**src/rtl/mux_arbiter.sv**
```systemverilog
// rtl/mux_arbiter.sv - N-to-1 registered mux with round-robin/fixed-priority arbitration and burst lock
module mux_arbiter #(
  parameter int WIDTH = 24,
  parameter int N     = 4,
  parameter int MODE  = 0,
  parameter int CH_W  = $clog2(N)
) (
  input  logic                 Clock,
  input  logic                 Reset,
  input  logic [N*WIDTH-1:0]   Hyrja,
  input  logic [N-1:0]         HyrjaValid,
  input  logic [N-1:0]         HyrjaLock,
  output logic [N-1:0]         HyrjaReady,
  output logic [WIDTH-1:0]     Dalja,
  output logic                 DaljaValid,
  input  logic                 DaljaReady,
  output logic [CH_W-1:0]      Kanali,
  output logic                 Locked
);

  localparam logic [0:0] FREE   = 1'b0;
  localparam logic [0:0] LOCKED = 1'b1;

  logic [0:0]      state;
  logic [CH_W-1:0] lock_ch;
  logic [CH_W-1:0] ptr;
  logic [CH_W-1:0] gnt;
  logic [CH_W-1:0] idx;
  logic [CH_W-1:0] ptr_nxt;
  logic            found;
  logic            le;
  logic            xfer;
  int              j;

  assign le     = !DaljaValid || DaljaReady;
  assign Locked = (state == LOCKED);

  // A locked channel is the only candidate, whether or not it is valid.
  always_comb begin
    gnt   = '0;
    idx   = '0;
    found = 1'b0;
    j     = 0;
    if (state == LOCKED) begin
      gnt   = lock_ch;
      found = HyrjaValid[lock_ch];
    end else if (MODE == 1) begin
      for (int k = 0; k < N; k++) begin
        idx = CH_W'(k);
        if (!found && HyrjaValid[idx]) begin
          found = 1'b1;
          gnt   = idx;
        end
      end
    end else begin
      for (int k = 0; k < N; k++) begin
        j = int'(ptr) + k;
        if (j >= N) j = j - N;
        idx = CH_W'(j);
        if (!found && HyrjaValid[idx]) begin
          found = 1'b1;
          gnt   = idx;
        end
      end
    end
  end

  assign xfer    = !Reset && le && found;
  assign ptr_nxt = (gnt == CH_W'(N - 1)) ? '0 : gnt + 1'b1;

  always_comb begin
    HyrjaReady = '0;
    if (xfer) HyrjaReady[gnt] = 1'b1;
  end

  always_ff @(posedge Clock or posedge Reset) begin
    if (Reset) begin
      Dalja      <= '0;
      DaljaValid <= 1'b0;
      Kanali     <= '0;
      state      <= FREE;
      lock_ch    <= '0;
      ptr        <= '0;
    end else begin
      if (xfer) begin
        Dalja      <= Hyrja[gnt*WIDTH +: WIDTH];
        Kanali     <= gnt;
        DaljaValid <= 1'b1;
        if (MODE == 0) ptr <= ptr_nxt;
        else           ptr <= '0;
        if (HyrjaLock[gnt]) begin
          state   <= LOCKED;
          lock_ch <= gnt;
        end else begin
          state   <= FREE;
        end
      end else if (le) begin
        DaljaValid <= 1'b0;
      end
    end
  end

endmodule

```
**config.mk**
```make
export PLATFORM = sky130hd
export DESIGN_NAME = mux_arbiter
export DESIGN_NICKNAME = d
export VERILOG_FILES = /design/src/rtl/mux_arbiter.sv
export SDC_FILE = /design/constraint.sdc
export NUM_CORES = 1
export LEC_CHECK = 0
export BUFFER_PORTS_ARGS = -buffer_cell sky130_fd_sc_hd__buf_2
export CAP_MARGIN = 20
export CORE_ASPECT_RATIO = 0.6
export CORE_MARGIN = 1
export CORE_UTILIZATION = 44
export DETAILED_ROUTE_END_ITERATION = 6
export PLACE_DENSITY_LB_ADDON = 0.25
export SYNTH_ARGS = -nofsm -noshare
export SYNTH_HDL_FRONTEND = slang
export SYNTH_SLANG_ARGS = --single-unit
export TNS_END_PERCENT = 30
```
**constraint.sdc**
```tcl
create_clock -name Clock -period 2.34 [get_ports Clock]
set_input_delay 0.234 -clock Clock [delete_from_list [all_inputs] [get_ports Clock]]
set_output_delay 0.234 -clock Clock [all_outputs]
set_load 0.05 [all_outputs]
```
Yosys cells after proc, flatten, opt, wreduce, memory -nomap -nowiden. Index checks and enable logic that the tools add are counted.

Output and inout bits: 32. Memory bits (read-only): 0. Word-level logic and storage cells: 82. Bits in latches: 0. RAM bits: 0. Bits of input ports: 107. Bits in registers: 32. Memories: 0.

Add/sub/neg operators: 8. Equality and inequality tests: 1. Shift-type cells: 1. $lt $le $gt $ge: 11. Div/mod/pow operators: 0. Multipliers: 1. Reduce and logical (&&, ||, !) cells: 14. Bitwise logic cells: 0. Muxes and demuxes: 40.

Operators with widths (number): 96-bit by 8-bit indexed part select with 24-bit output (1); 2-bit 2-to-1 mux (14); 2-bit by 3-bit < comparator with 1-bit output (second input constant) (6); 1-bit 2-to-1 mux (18); 1-bit binary-select mux with 2-bit select (6); 3-bit >= comparator (second input constant) (3); 2-bit by 1-bit subtractor with 2-bit output (second input constant) (4); 2-bit by 2-bit adder with 3-bit output (second input constant) (2); 1-bit logical AND (6); 1-bit zero test (5); 2-bit by 2-bit multiplier with 4-bit output (second input constant) (1); 4-bit 2-to-1 mux (1); 2-bit by 1-bit adder with 3-bit output (second input constant) (1); 2-bit by 3-bit >= comparator with 1-bit output (second input constant) (1); 2-bit by 1-bit adder with 2-bit output (second input constant) (1); 1-bit demux with 2-bit select (1); 2-bit == test (second input constant) (1); 2-bit by 1-bit >= comparator with 1-bit output (second input constant) (1); 2-bit AND reduction (1); 2-bit nonzero test (1); 1-bit logical OR (1).

Longest topological paths before layout. Gate-level depths: netlist of the first run.

Depth after elaboration: 24. Depth in mapped cells: 8. Mapped depth without buffers: 7.

Worst setup path before layout of the first run. Ideal clock, no wire load.

Kind: reg2out. From: reg state, in the netlist Locked. To: out HyrjaReady[1]. Arrival time: 2.250 ns. Stages on the path, launching flop included: 9. Path slack: -0.144 ns. Buffers on the path: 2. Path through: dfrtp_1 > buf_6 > mux2_2 > a21oi_2 > nor2_4 > buf_4 > inv_1 > ha_1 > and2_1.

Cells in the longest elaborated chain, start to end: 6.

Ends and longest elaborated chain: start: declaration (line 24) `logic [0:0] state;`; start signal: assignment (line 81) `state <= FREE;`; start signal: assignment (line 92) `state <= LOCKED;`; start signal: assignment (line 95) `state <= FREE;`; 2-bit 2-to-1 mux * (line 44) `if (state == LOCKED) begin`; net gnt[1] (line 27) `logic [CH_W-1:0] gnt;`; 2-bit by 3-bit < comparator with 1-bit output (not written as such) or 2-bit by 1-bit >= comparator with 1-bit output (tied branches) (line 73) `if (xfer) HyrjaReady[gnt] = 1'b1;`; 1-bit logical AND (not written as such) (line 73); 1-bit 2-to-1 mux (not written as such) (line 73); 1-bit demux with 2-bit select * (line 73); 4-bit 2-to-1 mux * (line 73); end: declaration (line 13) `output logic [N-1:0] HyrjaReady,`.

Mark *: on every way through the listed nets, which the timed path passes. The rest lies on a longest branch.

Final worst setup path of the first run.
From: reg ptr[1]. To: out HyrjaReady[0].

Cells in the longest elaborated chain, start to end: 24.

Ends and longest elaborated chain: start: declaration (line 26) `logic [CH_W-1:0] ptr;`; start signal: assignment (line 89) `if (MODE == 0) ptr <= ptr_nxt;`; 2-bit by 3-bit >= comparator with 1-bit output or 2-bit by 1-bit subtractor with 2-bit output (tied branches) (line 58) `if (j >= N) j = j - N;`; 2-bit 2-to-1 mux (line 58); 2-bit 2-to-1 mux (line 44); 1-bit binary-select mux with 2-bit select (line 60) `if (!found && HyrjaValid[idx]) begin`; 1-bit 2-to-1 mux (not written as such) (line 60); 1-bit 2-to-1 mux (line 60); 1-bit 2-to-1 mux (line 44); 1-bit zero test (line 60); [... 9 more ...]; 2-bit 2-to-1 mux * (line 60); 2-bit 2-to-1 mux * (line 44); net gnt[0] (line 27); 2-bit by 3-bit < comparator with 1-bit output (not written as such) or 2-bit by 1-bit >= comparator with 1-bit output (tied branches) (line 73); 1-bit logical AND (not written as such) (line 73); 1-bit 2-to-1 mux (not written as such) (line 73); 1-bit demux with 2-bit select * (line 73); 4-bit 2-to-1 mux * (line 73).

Mark *: on every way through the listed nets, which the timed path passes. The rest lies on a longest branch. The select of a mux whose other input is x is not followed.

==> results of run 1 <==
per-layer routing:
layer	global-route usage, %	wire [um]	vias up	share of wire (%)
met5	0	0	-	0
met4	5.76	15	0	0.25
met3	5.43	482	2	8.2
met2	32.9	2620	89	44
met1	28.5	2780	973	47
li1	-	-	1023	-
worst max-delay path by stage:
stage                           from       endpoint  slack, ps  depth (start not counted)
after floorplan               Locked  HyrjaReady[2]        100                          7
after global placement    lock_ch[0]      Dalja[11]        230                          5
after detailed placement      Locked     lock_ch[1]        210                          6
after CTS                 lock_ch[0]  HyrjaReady[0]          4                          5
after global routing          Locked  HyrjaReady[0]         -1                          6
final                         ptr[1]  HyrjaReady[0]        100                          7
cell usage after synthesis:
library cell and count:
mux2i_1 73, buf_4 1, o21ai_1 1, nand2b_1 1, nor2b_1 2, nand3_2 1
mux2_4 1, mux2_2 25, or4_1 1, dfrtp_1 32, buf_6 7, a221o_1 1
mux4_2 1, mux2_1 4, o41ai_2 1, nand2_1 4, inv_1 3, o211ai_2 1
nand3_1 1, and2_1 4, ha_1 4, o21ai_2 1, a21o_1 2, nor2b_2 1
nor2_1 4, nor2_4 1, a21oi_1 5, nand2_2 1, a2111o_1 1, a21oi_2 2
inv_2 2, buf_2 4, a2111oi_4 1
placed cells by master, fill, tap and decap left out, types with 2 or more instances in the layout:
cell,Yosys,final
buf_2,4,134
mux2i_1,73,73
dfrtp_1,32,30
mux2_2,25,25
buf_4,1,24
a21oi_1,5,5
clkbuf_8,0,5
nor2_1,4,4
nand2_1,4,4
mux2_1,4,4
ha_1,4,4
inv_1,3,3
dfrtp_2,0,2
nor2b_1,2,2
inv_2,2,2
a21o_1,2,2
and2_1,4,2
and2_2,0,2
buf_12,0,2
state kept, by name, indices dropped and copies added, names as in the netlist:
signal / count
Kanali: 2
lock_ch: 2
Locked: 1
ptr: 2
Dalja: 24
DaljaValid: 1
worst reg2reg max path, delay by kind of cell (launching register included):
| family | cells | cell delay (ps) |
|---|---|---|
| and+or+nand+nor | 2 | 360 |
| DFF | 1 | 440 |
| AOI/OAI and AO/OA | 1 | 110 |
| muxes | 3 | 610 |
| buffers and inverters | 3 | 530 |
metrics by stage:
stage	TNS [ps]	instance area (um^2)	hold WS [ps]
global route	-1.09	3310	261
global placement	0	3110	232
floorplan	0	2350	350
CTS	0	3230	248
finish	0	3310	254
detailed placement	0	3110	235
final cells by class:
type / instances / area, um^2
Multi-Input combinational cell: 145 / 1430
Fill cell: 416 / 1770
Timing Repair Buffer: 161 / 901
Inverter: 5 / 18.8
Clock buffer: 6 / 72.6
Tap cell: 66 / 82.6
Sequential cell: 32 / 803
logic make-up (layout without fill, tap and decap cells):
logic type,after synthesis,in the layout,share of synthesized area [%]
flops,32,32,34.2
buf+inv,17,172,5.34
compound gates,16,16,6.36
simple gates,21,21,5.23
fa+ha+maj,4,4,2.14
mux,104,104,46.7
what timing repair did:
action                                  in CTS  in global routing
pin swaps                                    1                  3
hold endpoints to repair                     8                  0
resized for setup                            0                 10
endpoints found under the setup margin       4                  4
buffers inserted                             5                  8
hold buffers                                 1                  0
where the power goes:
part           internal [mW]  total [mW]  switching (mW)
registers              0.845        1.03           0.184
logic                   1.52        3.68            2.16
clock network          0.198       0.380           0.182
==> summary.md, run 1 <==
| Metric | Value |
|---|---|
| Slowest stage delay, CP | 460 ps |
| Max-slew violation count | 0 |
| GPL Wtd Cong | 0.774 |
| DRC | 0 |
| Worst skew pair latency | 270 ps |
| Cells on worst reg2reg path | 9 |
| Core Region | 0.00508 mm^2 |
| Synthesized Nets | 305 |
| Placed cell count | 395 |
| Initial Util | 46.1% |
| Layout cells sized above 1 | 59.6% |
| PD cells | 1540 mW/mm^2 |
| Gate Count Post-Synth | 194 |
| Worst R2R End | Dalja[22] |
| Initial antenna violation count | 0 |
| Final wirelength | 5.90 mm |
| Die width | 96.2 um |
| Total gr overflow | 0 |
| Period minus WS final | 2240 ps |
| Synth cell types | 33 |
| First-pass GRT wire length | 8.80 mm |
| Mean post-synth cell area | 12.1 um^2 |
| Cell row count | 20 |
| Max Clock Skew | 3.52 ps |
| Worst EP required | 2110 ps |
| Detailed placer's ending HPWL | 4.55 mm |
| Yosys warns | 0 |
| Mapped cell area | 0.00234 mm^2 |
| Least-Margin Pin Slew | 367 ps |
| Cell taking the most area after synthesis | dfrtp_1 |
| Total number of vias | 2087 |
| IO Pins | 139 |
| Synth top area cells | dfrtp_1 (34%), mux2i_1 (31%), mux2_2 (12%) |
| Type of the worst setup path | flip-flop to output port |
| Vias per inst | 5.03 |
| Sequential element share of the synthesized area | 34.2% |
| Slowest CP cell | dfrtp_2 |
| Hold depth | 3 |
| CTS tree | done |
| Outcome | completed |
| Pin count of the biggest net entering global routing | 34 |
| 1st-iter DRT viols | 47 |
| RR Startpoint | Locked |
| I/O Buffers | 138 |
| Period utilization | 95.9% |
| Die height | 58.5 um |
| Die ar. | 0.00563 mm^2 |
| Worst vdd ir | 0.000753 V |
| Total Routing Usage GR | 20.9% |
| Min-Delay Endpoint | DaljaValid |
| Worst-path clk slew | 60 ps |
| R2r setup slk | 160 ps |
| Nets@finish | 461 |
| ANT cells | 0 |
| Leakage | 1.82 nW |
| Inserted Clock Buffers | 5 |
| Final core occ | 65.1% |
| Routed Antenna Nets | 0 |
| Setup ws final | 97.1 ps |
| WP buf/inv | 2 |
| Longest Clk Path Bufs | 2 |
| Layout area overhead | 41.3% |
| Startpoint type of the worst setup path | flip-flop |
| Crit path max fanout | 5 |
| Max Fclk | 446 MHz |
| Worst slack, placed | 206 ps |
| Worst hold path class | input port to flip-flop |
| H-tree levels | 2 |
| Max Cap Viol | 0 |
| Post-synthesis register bit count | 32 |
| DR pass1 iterations | 4 |
| Share of the synthesized area in the top cell type | 34.2% |
| Clk sinks | 32 |
| Routed wire length per instance | 14.2 um |
| Crit path DAT | 2010 ps |
| Final hold violations | 0 |
| Post-route insts no fill | 415 |
| CP endpoint kind | output port |
| # setup viols final | 0 |
| CP cell instances | nand2_4, a21oi_1, o41ai_2, inv_2, ha_1, and2_2, buf_4 |
| Worst slew margin | 75.3% |
| Hold path startpoint | DaljaReady |
| Pwr Total | 5.08 mW |
| Cell family contributing the most delay on the critical path | compound AO/OA/AOI/OAI gates |
| Vias in the first global route | 1854 |
| Root Buffer | clkbuf_8 |
Note: power is estimated with default switching activity, not from simulation.
==> run 2, diff against run 1 <==
- CORE_ASPECT_RATIO: 0.6 -> 0.7
==> run 2 against run 1 <==
Net effect: cell count decreased by 1.4%; register-to-register slack got worse by 20 ps; sequential cell count unchanged; clock power increased by 20%; worst hold slack got worse by 220 ps; critical path type unchanged; largest cell class unchanged.
==> summary.md, run 2 (synthesized netlist as in run 1, its figures left out) <==
| Metric | Value |
|---|---|
| Outcome | completed |
| CP endpoint kind | output port |
| Internal power | 2.51 mW |
| Inserted Clock Buffers | 5 |
| First-pass GRT wire length | 9.23 mm |
| Met3 usage | 3.96% |
| Leakage | 1.77 nW |
| Sw frac | 49.7% |
| Worst vdd ir | 0.000823 V |
| Worst-path clk slew | 70 ps |
| Clk sinks | 32 |
| Sequential power share | 20.5% |
| Type of the worst setup path | flip-flop to output port |
| Detailed placer's ending HPWL | 4.56 mm |
| Max Cap Viol | 0 |
| Startpoint type of the worst setup path | flip-flop |
| Least-Margin Pin Slew | 448 ps |
| PD cells | 1540 mW/mm^2 |
| Commonest non-fill, non-tap cells in the layout | buf_2 (136), mux2i_1 (73), dfrtp_1 (30), mux2_2 (25), buf_4 (14) |
| Worst hold path class | input port to async pin |
| 1st-iter DRT viols | 65 |
| Max-slew violation count | 0 |
| Total gr overflow | 0 |
| Period utilization | 96.9% |
| Initial Util | 47.4% |
| Setup ws final | 71.6 ps |
| Top reg by flops | Dalja |
| Net switching power | 2.48 mW |
| DR pass1 iterations | 4 |
| Busiest grt layer | met2 |
| Cells on worst reg2reg path | 8 |
| RR Startpoint | ptr[1] |
| Longest Clk Path Bufs | 2 |
| R2r setup slk | 140 ps |
| Min Hold Slack | 33.6 ps |
| Layout cells sized above 1 | 59.7% |
| GPL Wtd Cong | 0.808 |
| Worst slack, placed | 189 ps |
| Final hold violations | 0 |
| Met1 Track Usage GR | 28.5% |
| Worst skew pair latency | 280 ps |
| Clk pwr share | 9.2% |
| DRC | 0 |
| H-tree levels | 2 |
| Max reg flops | 24 |
| Pin count of the biggest net entering global routing | 33 |
| Period minus WS final | 2270 ps |
| Root Buffer | clkbuf_8 |
| Commonest non-fill, non-tap cell in the layout | buf_2 |
| Worst R2R End | lock_ch[1] |
| Vias in the first global route | 1978 |
| Cell row count | 21 |
| Die width | 89.2 um |
| IO Pins | 139 |
| Finished Cell Area | 0.00325 mm^2 |
| Logic pwr share | 70.4% |
| Total number of vias | 2044 |
| ANT cells | 0 |
| Final wirelength | 5.74 mm |
| I/O Buffers | 138 |
| Nets@finish | 451 |
| Crit path max fanout | 5 |
| Routed wire length per instance | 14.0 um |
| Die ar. | 0.00562 mm^2 |
| # setup viols final | 0 |
| Unrepaired setup endpoints after global routing | true |
| Initial antenna violation count | 0 |
| Crit path DAT | 2030 ps |
| Worst EP required | 2110 ps |
| Met2 usage | 35.2% |
| Die height | 63.0 um |
| Max Clock Skew | 10.8 ps |
| CTS tree | done |
| Vias per inst | 5.00 |
| Total Routing Usage GR | 21.2% |
| Layout area overhead | 38.7% |
| Max Fclk | 441 MHz |
| Worst slew margin | 70.1% |
| Placement Cell Area | 0.00310 mm^2 |
| Core Region | 0.00494 mm^2 |
| Routed Antenna Nets | 0 |
==> run 2: how the worst max path moves through the flow <==
stage,slack [ps],from,end
4_1_cts,20,ptr[1],HyrjaReady[1]
6_report,70,ptr[1],HyrjaReady[0]
3_3_place_gp,250,Locked,Dalja[10]
2_1_floorplan,100,Locked,HyrjaReady[2]
3_5_place_dp,190,Locked,Dalja[12]
5_1_grt,-30,Locked,HyrjaReady[2]
==> run 2: timing repair <==
| action | in CTS | in global routing |
|---|---|---|
| buffers inserted | 4 | 1 |
| setup endpoints to repair | 3 | 4 |
| gates resized for setup | 0 | 8 |
| hold buffers | 0 | 0 |
| pin swaps | 0 | 1 |
==> run 2: power by group through the flow <==
stage | registers, mW | clock network (mW) | logic (mW)
floorplan | 1.87 | 0 | 1.97
global placement | 1.04 | 0 | 3.39
detailed placement | 1.04 | 0 | 3.43
CTS | 1.02 | 0.473 | 3.50
global route | 1.06 | 0.506 | 3.75
finish | 1.02 | 0.457 | 3.52
==> run 2: layout make-up <==
cell class / count / area (um^2)
fillers: 431 / 1690
repair buffers: 151 / 806
well taps: 69 / 86.3
multi-input cells: 145 / 1440
flip-flops and latches: 32 / 803
clock buffers: 7 / 96.3
inverters: 5 / 18.8
==> run 2: routing by layer <==
layer	vias up	share of wire, %	wire [um]
met5	-	0	0
met4	0	0.44	25
met3	4	6.3	359
met2	75	48	2750
met1	959	45	2600
li1	1006	-	-
==> run 2: through the flow <==
stage                     TNS, ps  util [%]  std cells  power (mW)
after floorplan                 0         -        194        3.84
after global placement          0      62.7        397        4.42
after detailed placement        0      62.7        397        4.47
after CTS                       0      65.2        408        5.00
after global routing        -44.0      65.8        409        5.32
final                           0      65.8        409        4.99
==> run 2: critical path, stage by stage, from the launching register on <==
cell	delay, ps
dfrtp_2	440
nand2_2	120
a21oi_1	90
o41ai_2	430
inv_2	110
ha_1	210
and2_2	160
buf_2	200
